==> config.mk <==
export PLATFORM = sky130hd
export DESIGN_NAME = conv_seq_ctrl
export DESIGN_NICKNAME = d
export VERILOG_FILES = /design/src/rtl/conv_seq_ctrl.sv
export SDC_FILE = /design/constraint.sdc
export NUM_CORES = 1
export LEC_CHECK = 0
export BUFFER_PORTS_ARGS = -buffer_cell sky130_fd_sc_hd__clkbuf_2
export CORE_MARGIN = 4
export CORE_UTILIZATION = 54
export DETAILED_ROUTE_END_ITERATION = 10
export PLACE_DENSITY = 0.72
export SYNTH_ARGS = -nofsm -noshare
export SYNTH_HDL_FRONTEND = slang
export SYNTH_SLANG_ARGS = --single-unit
==> constraint.sdc <==
create_clock -name clk -period 4.1 [get_ports clk]
set_clock_uncertainty 0.05 [all_clocks]
set_input_delay 0.205 -clock clk [delete_from_list [all_inputs] [get_ports clk]]
set_output_delay 0.205 -clock clk [all_outputs]
set_load 0.03 [all_outputs]
==> src/rtl/conv_seq_ctrl.sv <==
// Sequencer for the 3x3 convolution MAC: walks every valid output pixel, issuing taps and handing results to writeback.
// Optional stall counter port enabled by defining CONV_SEQ_STALL_CNT_EN.
module conv_seq_ctrl #(
   parameter int IMG_W   = 8,
   parameter int IMG_H   = 8,
   parameter int K       = 3,
   parameter int ADDR_W  = 8,
   parameter int WADDR_W = 4
) (
   input  logic               clk,
   input  logic               rst,
   input  logic               start,
   output logic               busy,
   output logic               done,
   output logic [ADDR_W-1:0]  ifm_addr,
   output logic [WADDR_W-1:0] wgt_addr,
   output logic               mac_en,
   output logic               mac_clr,
   output logic               out_valid,
   input  logic               out_ready,
   output logic [ADDR_W-1:0]  out_addr
`ifdef CONV_SEQ_STALL_CNT_EN
   ,
   output logic [15:0]        stall_cnt
`endif
);

   localparam int OW = IMG_W - K + 1;
   localparam int OH = IMG_H - K + 1;
   localparam logic [WADDR_W-1:0] KLAST  = WADDR_W'(K - 1);
   localparam logic [ADDR_W-1:0]  OWLAST = ADDR_W'(OW - 1);
   localparam logic [ADDR_W-1:0]  OHLAST = ADDR_W'(OH - 1);

   typedef enum logic [1:0] {S_IDLE, S_MAC, S_OUT, S_DONE} state_t;

   state_t             state_q, state_d;
   logic [ADDR_W-1:0]  orow_q, orow_d, ocol_q, ocol_d;
   logic [WADDR_W-1:0] kr_q, kr_d, kc_q, kc_d;

   logic               busy_d, done_d, mac_en_d, mac_clr_d, out_valid_d;
   logic [ADDR_W-1:0]  ifm_addr_d, out_addr_d;
   logic [WADDR_W-1:0] wgt_addr_d;

   always_ff @(posedge clk) begin
      if (rst) begin
         state_q   <= S_IDLE;
         orow_q    <= '0;
         ocol_q    <= '0;
         kr_q      <= '0;
         kc_q      <= '0;
         busy      <= 1'b0;
         done      <= 1'b0;
         mac_en    <= 1'b0;
         mac_clr   <= 1'b0;
         out_valid <= 1'b0;
         ifm_addr  <= '0;
         wgt_addr  <= '0;
         out_addr  <= '0;
      end else begin
         state_q   <= state_d;
         orow_q    <= orow_d;
         ocol_q    <= ocol_d;
         kr_q      <= kr_d;
         kc_q      <= kc_d;
         busy      <= busy_d;
         done      <= done_d;
         mac_en    <= mac_en_d;
         mac_clr   <= mac_clr_d;
         out_valid <= out_valid_d;
         ifm_addr  <= ifm_addr_d;
         wgt_addr  <= wgt_addr_d;
         out_addr  <= out_addr_d;
      end
   end

   always_comb begin
      state_d = state_q;
      orow_d  = orow_q;
      ocol_d  = ocol_q;
      kr_d    = kr_q;
      kc_d    = kc_q;
      unique case (state_q)
         S_IDLE: begin
            if (start) begin
               state_d = S_MAC;
               orow_d  = '0;
               ocol_d  = '0;
               kr_d    = '0;
               kc_d    = '0;
            end
         end
         S_MAC: begin
            if (kc_q == KLAST) begin
               kc_d = '0;
               if (kr_q == KLAST) begin
                  kr_d    = '0;
                  state_d = S_OUT;
               end else begin
                  kr_d = kr_q + WADDR_W'(1);
               end
            end else begin
               kc_d = kc_q + WADDR_W'(1);
            end
         end
         S_OUT: begin
            if (out_ready) begin
               if (orow_q == OHLAST && ocol_q == OWLAST) begin
                  state_d = S_DONE;
               end else begin
                  state_d = S_MAC;
                  if (ocol_q == OWLAST) begin
                     ocol_d = '0;
                     orow_d = orow_q + ADDR_W'(1);
                  end else begin
                     ocol_d = ocol_q + ADDR_W'(1);
                  end
               end
            end
         end
         S_DONE:  state_d = S_IDLE;
         default: state_d = S_IDLE;
      endcase
   end

   // Outputs are decoded from the next state/counters so they register alongside them.
   always_comb begin
      busy_d      = (state_d == S_MAC) || (state_d == S_OUT);
      done_d      = (state_d == S_DONE);
      mac_en_d    = (state_d == S_MAC);
      mac_clr_d   = 1'b0;
      out_valid_d = (state_d == S_OUT);
      ifm_addr_d  = '0;
      wgt_addr_d  = '0;
      out_addr_d  = '0;
      if (state_d == S_MAC) begin
         mac_clr_d  = (kr_d == '0) && (kc_d == '0);
         ifm_addr_d = (orow_d + ADDR_W'(kr_d)) * ADDR_W'(IMG_W) + ocol_d + ADDR_W'(kc_d);
         wgt_addr_d = kr_d * WADDR_W'(K) + kc_d;
      end
      if (state_d == S_OUT) begin
         out_addr_d = orow_d * ADDR_W'(OW) + ocol_d;
      end
   end

`ifdef CONV_SEQ_STALL_CNT_EN
   always_ff @(posedge clk) begin
      if (rst) begin
         stall_cnt <= '0;
      end else if (state_q == S_IDLE && start) begin
         stall_cnt <= '0;
      end else if (out_valid && !out_ready && stall_cnt != '1) begin
         stall_cnt <= stall_cnt + 16'd1;
      end
   end
`endif

endmodule

==> flow_summary.yaml, run 1 <==
outcome:
  status: "finished clean"
hold_path:
  hold_path_depth: 4
  hp-class: "in2reg"
  hp-start: "out_ready"
  holdPathEnd: "state_q[1]"
yosys:
  synth.distinct_cells: 53
  synthTopCellsByCount: "55 x nor2_1, 51 x dfxtp_1, 42 x ha_1"
  syn-cell-area_sq_mm: 0.00341
  yosysMostFrequentCell: "nor2_1"
  syn-instance-count: 395
  yosysWarnings: 0
  synth-main-ff-cell: "dfxtp_1"
  ys_seq_elements: 51
  syn_nets: 449
  yosys.area.top_type: "dfxtp_1"
  yosysSeqAreaShare_pct: 29.9
  yosys-top-cells-area: "dfxtp_1 30%, ha_1 15%, nor2_1 6.1%, fa_1 4.7%, inv_1 4.1%"
  avgSynthCellArea_sq_um: 8.63
  async_flop_share_pct: 0
  synth-edff-count: 0
  yosys.area.top_type_share_pct: 29.9
route:
  drt_iter0_drc: 162
  drt-vias-per-instance: 5.46
  post_drt_wl_per_cell_um: 15.4
  drc: 0
  vias: 2896
  detail-route-antenna-nets: 0
  finalWirelength_um: 8180
  first_pass_iters: 4
timing:
  fmax_mhz: 244
  slew-limit-headroom_pct: 41.8
  timing.hold.ws_ns: 0.377
  slew_violations: 0
  min_period_ns: 4.10
  worstMarginPinSlew_ns: 0.874
  setup_viol: 0
  post-route-period-util_pct: 100
  finalHoldViolations: 0
  rsz0062_at_grt: "true"
  setup_tns_ns: 0
layout:
  antenna_cells: 0
  fin_nets: 508
  fillCellCount: 482
  post-route-cell-area_sq_mm: 0.00414
  areaGrowthSynthToFinish_pct: 21.4
  drive_above_1_share_pct: 25.9
  finish.utilization_pct: 68.7
place:
  hpwl_um: 6330
  dpl_cell_area_sq_mm: 0.00380
  portBuffers: 28
  gp_congestion: 0.890
critical_path:
  worst_path_max_delay_cell: "or4b_4"
  cp.required_ns: 4.30
  reg2regPathDepth: 19
  timing.rr.start: "ocol_q[1]"
  crit_type: "reg2reg"
  r2r-end: "ifm_addr[7]"
  startpoint_type: "register"
  critPathArrivalTime_ns: 4.30
  max_stage_delay_ns: 0.48
  path_cells: "inv_2 > ha_4 > or4b_4 > a2111oi_4 > buf_4 > nand2_1 > xnor2_1 > nand2_2 > inv_2 > ha_1 > a21oi_2 > xnor2_1 > ha_1 > ha_1 > or2_2 > o22ai_2 > xnor2_1 > xnor3_1 > nor2_1"
  cp-end-kind: "register"
  path_max_fanout: 3
  r2r_slack_ns: 0.001
die:
  pin_count: 29
  rows: 28
  die_area_sq_mm: 0.00765
  initial_utilization_pct: 56.6
  die_h_um: 87.5
  die_w_um: 87.5
  core_area_sq_mm: 0.00603
power:
  clkPwrFrac_pct: 35.0
  p_per_area_mw_per_mm2: 209
  switchingPower_w: 0.000224
  ir_drop_mv: 0.133
  pwr-share-comb_pct: 6.6
  netSwitchingFraction_pct: 26.0
  intPower_w: 0.000639
  power.share.sequential_pct: 58.4
  leakagePower_nw: 1.94
  total_power_w: 0.000864
cts:
  clockBufferDepth: 2
  numCtsBuffers: 5
  clk_latency_ns: 0.31
  cts_root_buf: "clkbuf_8"
  clkTransAtPathRegs_ns: 0.11
  tritoncts: "yes"
  htreeDepth: 2
  cts_sinks: 51
run:
  drv_cap: 0
global_routing:
  grt_usage_pct: 22.4
  grt_pass1_vias: 2927
  overflow: 0
  grt_first_pass_wirelength_um: 13500
  grt_start_max_net_pins: 31
  antenna_found_initial: 0
[cell usage in the layout (no fill, tap or decap), types with 5 or more instances in the layout]
cell      synthesis  layout
nor2_1           55      52
dfxtp_1          51      49
buf_4             0      36
ha_1             42      34
inv_1            37      31
clkbuf_2          0      28
nand2_1          21      20
a21oi_1          20      18
xnor2_1          15      12
nor3_1           12      12
nor2b_1          12      11
o21ai_0           9       9
nand3_1           8       8
and2_1            7       7
a21o_1            6       6
nand4_1           6       6
inv_2             0       6
xor2_1            7       6
fa_1              8       6
ha_4              0       6
o21bai_1          5       5
clkbuf_8          0       5
[registers in the layout, indices dropped and copies added (netlist names), named ones only]
signal     cells
ifm_addr       8
ocol_q         8
out_addr       8
orow_q         7
kc_q           4
kr_q           4
wgt_addr       4
state_q        2
busy           1
done           1
mac_clr        1
mac_en         1
out_valid      1
[area by class of cell]
cell class                      count  area [sq um]  share of cell area [%]
Timing Repair Buffer               65           422                    10.2
Sequential cell                    51          1020                    24.7
Tap cell                           75          93.8                    2.27
Inverter                           37           139                    3.36
Multi-Input combinational cell    294          2370                    57.3
Clock buffer                        5          68.8                    1.66
Clock inverter                      3          18.8                   0.454
[kinds of logic (layout without fill, tap and decap cells)]
kind of cell	Yosys count	count (layout)	share of synthesized area, %
buffers and inverters	50	110	5.80
muxes	6	6	1.83
and+or+nand+nor	152	152	23.4
adders and majority gates	50	50	20.1
DFF	51	51	29.9
xor gates and xnor gates	23	23	6.31
AOI/OAI and AO/OA	63	63	12.6
[worst max path at each step]
stage	startpoint	end	slack, ns	depth (start not counted)
detailed placement	ocol_q[1]	out_addr[7]	-0.03	20
global route	ocol_q[1]	ifm_addr[7]	-0.18	19
CTS	ocol_q[1]	out_addr[7]	-0.005	18
finish	ocol_q[1]	ifm_addr[7]	0.001	19
global placement	ocol_q[1]	ifm_addr[7]	0.07	18
floorplan	ocol_q[1]	ifm_addr[7]	0.06	19
[critical path, delay by kind of cell (launching register included)]
| family | cells | cell delay (ns) |
|---|---|---|
| xor gates and xnor gates | 4 | 0.73 |
| AOI/OAI and AO/OA | 3 | 0.58 |
| DFF | 1 | 0.34 |
| buffers and inverters | 3 | 0.35 |
| adders and majority gates | 4 | 0.89 |
| and+or+nand+nor | 5 | 1.06 |
[layer usage]
| metal | share of wire (%) | vias to the layer above | global-route usage [%] |
|---|---|---|---|
| li1 | - | 1461 | - |
| met1 | 47 | 1365 | 29.1 |
| met2 | 48 | 56 | 37.5 |
| met3 | 2.8 | 14 | 3.41 |
| met4 | 2.3 | 0 | 8.37 |
| met5 | 0 | - | 0 |
[power by group through the flow]
| stage | Combinational, W | Clock, W | Sequential [W] |
|---|---|---|---|
| 5_1_grt | 0.0000639 | 0.000331 | 0.000506 |
| 3_5_place_dp | 0.0000548 | 0 | 0.000516 |
| 6_report | 0.0000567 | 0.000302 | 0.000505 |
| 4_1_cts | 0.0000552 | 0.000307 | 0.000505 |
| 2_1_floorplan | 0.0000311 | 0 | 0.000523 |
| 3_3_place_gp | 0.0000542 | 0 | 0.000516 |
[repair_timing]
action	CTS	global route
buffers inserted	5	4
resized for setup	21	16
pin swaps	14	15
endpoints found under the setup margin	2	3
hold buffers	0	0
[per-stage QoR]
stage | std cells | setup slack [ns]
floorplan | 395 | 0.0612
global placement | 513 | 0.0670
detailed placement | 513 | -0.0301
finish | 530 | 0.00121
CTS | 526 | -0.00456
global route | 530 | -0.184
No activity file was read; power rests on OpenSTA's default activity.
==> run 2: changes to the inputs <==
--- a/config.mk
+++ b/config.mk
@@ -5,7 +5,7 @@
 export SDC_FILE = /design/constraint.sdc
 export NUM_CORES = 1
 export LEC_CHECK = 0
-export BUFFER_PORTS_ARGS = -buffer_cell sky130_fd_sc_hd__clkbuf_2
+export BUFFER_PORTS_ARGS = -buffer_cell sky130_fd_sc_hd__buf_2
 export CORE_MARGIN = 4
 export CORE_UTILIZATION = 54
 export DETAILED_ROUTE_END_ITERATION = 10
==> run 2 against run 1 <==
  * The run now ends with negative setup slack left
  * Register-to-register slack worse by 0.04 ns
  * Worst hold slack worse by 0.055 ns
  * Final cell count down 0.38%
==> flow_summary.yaml, run 2 (same netlist as run 1, synthesis figures left out) <==
cts:
  tritoncts: "yes"
  cts_root_buf: "clkbuf_8"
  clockBufferDepth: 2
  htreeDepth: 2
  clkTransAtPathRegs_ns: 0.10
  numCtsBuffers: 5
  clk_latency_ns: 0.31
  cts_sinks: 51
global_routing:
  overflow: 0
  grt_pass1_vias: 2842
  antenna_found_initial: 0
  grt_first_pass_wirelength_um: 13200
  grt_start_max_net_pins: 31
  grt_usage_pct: 22.4
place:
  portBuffers: 28
  gp_congestion: 0.895
  dpl_worst_slack_ns: -0.0954
  hpwl_um: 6510
critical_path:
  crit_type: "reg2reg"
  cp-end-kind: "register"
  cp.required_ns: 4.30
  crit_family: "compound AO/OA/AOI/OAI gates"
  critPathArrivalTime_ns: 4.34
  startpoint_type: "register"
  path_cells: "inv_2 > ha_4 > or4b_4 > a2111oi_4 > buf_4 > nand2_1 > xnor2_2 > nand2_2 > inv_2 > ha_1 > a21o_1 > a21oi_1 > xnor2_1 > ha_1 > o21a_1 > o31a_1 > o22ai_2 > xnor2_1 > xnor2_1 > mux2i_1"
  worst-path-buf-inv: 3
  max_stage_delay_ns: 0.47
  path_max_fanout: 3
  crit_path_frequent_cell: "xnor2_1"
  worst_path_max_delay_cell: "or4b_4"
layout:
  finish.utilization_pct: 68.4
  drive_above_1_share_pct: 25.8
  layout_commonest_cell: "nor2_1"
  reg_top3: "ifm_addr: 8 flops, ocol_q: 8 flops, out_addr: 8 flops"
  fin_nets: 506
  layout_common_cells: "52 x nor2_1, 49 x dfxtp_1, 33 x buf_4"
  antenna_cells: 0
  areaGrowthSynthToFinish_pct: 21.0
outcome:
  status: "complete, but fails checks"
  violations: "negative setup slack"
power:
  ir_drop_mv: 0.217
  p_per_area_mw_per_mm2: 208
  leakagePower_nw: 1.97
  total_power_w: 0.000858
timing:
  fmax_mhz: 242
  worstMarginPinSlew_ns: 0.888
  finalHoldViolations: 0
  post-route-period-util_pct: 101
  setup_viol: 1
  timing.hold.ws_ns: 0.321
  slew_violations: 0
  slew-limit-headroom_pct: 40.8
  rsz0062_at_grt: "true"
  min_period_ns: 4.14
  setup_ws_ns: -0.0364
route:
  post_drt_wl_per_cell_um: 16.0
  drt-vias-per-instance: 5.52
  vias: 2914
  drc: 0
  finalWirelength_um: 8430
  first_pass_iters: 4
  detail-route-antenna-nets: 0
  drt_iter0_drc: 162
hold_path:
  hp-class: "in2reg"
die:
  die_area_sq_mm: 0.00765
  die_w_um: 87.5
  core_area_sq_mm: 0.00603
  pin_count: 29
  initial_utilization_pct: 56.6
  rows: 28
  die_h_um: 87.5
run:
  drv_cap: 0
==> run 2: cell types whose count changed in the layout (fill, tap and decap cells not counted), moves of 2 or more <==
| cell | before | now |
|---|---|---|
| buf_2 | 0 | 28 |
| buf_4 | 36 | 33 |
| clkbuf_2 | 28 | 0 |
| clkinv_2 | 2 | 0 |
| ha_1 | 34 | 32 |
| ha_2 | 2 | 4 |
| xnor2_2 | 2 | 4 |
==> run 2: where the power goes <==
group          switching [W]  leakage (nW)  internal (W)   total, W
Combinational      0.0000396          1.51     0.0000169  0.0000565
Clock               0.000174        0.0418      0.000123   0.000297
Sequential        0.00000368         0.413      0.000501   0.000505
==> run 2: repair_timing <==
item | 4_1_cts | 5_1_grt
setup endpoints to repair | 2 | 3
resized for setup | 9 | 29
pin swaps | 4 | 20
setup buffers | 4 | 3
cloned | 0 | 0
hold buffers | 0 | 0
==> run 2: worst paths after layout <==
kind | from | end | slack, ns | cells after the start
setup / recovery | ocol_q[1] | out_addr[7] | -0.04 | 20
hold / removal | rst | busy | 0.32 | 2
setup reg to reg | ocol_q[1] | out_addr[7] | -0.04 | 20
hold reg to reg | register | register | 0.57 | 2
==> run 2: per-layer routing <==
layer	global-route usage (%)	up-vias	part of all wire, %
li1	-	1458	-
met1	26.7	1365	44
met2	39.3	67	50
met3	3.88	24	2.8
met4	9.21	0	3.0
met5	0	-	0
==> run 2: layout make-up <==
cell class                 count  area (sq um)
sequential                    51          1020
clock buffer                   6          72.6
inverter                      37           139
fill                         469          1900
timing repair buffer          63           410
tap                           75          93.8
multi-input combinational    294          2370
clock inverter                 2          16.3
==> run 2: stage by stage <==
stage                     cells  area (sq um)  setup TNS [ns]
final                       528          4120         -0.0364
after global routing        528          4120          -0.349
after CTS                   525          3950        -0.00985
after detailed placement    513          3800          -0.131
after global placement      513          3800               0
after floorplan             395          3410               0
==> run 2: worst reg2reg max path, cell delays in order (launching register included) <==
cell	delay [ns]
dfxtp_2	0.33
inv_2	0.06
ha_4	0.11
or4b_4	0.47
a2111oi_4	0.32
buf_4	0.18
nand2_1	0.08
xnor2_2	0.14
nand2_2	0.13
inv_2	0.09
ha_1	0.33
a21o_1	0.20
a21oi_1	0.20
xnor2_1	0.11
ha_1	0.33
o21a_1	0.14
o31a_1	0.18
o22ai_2	0.09
xnor2_1	0.18
xnor2_1	0.16
mux2i_1	0.20
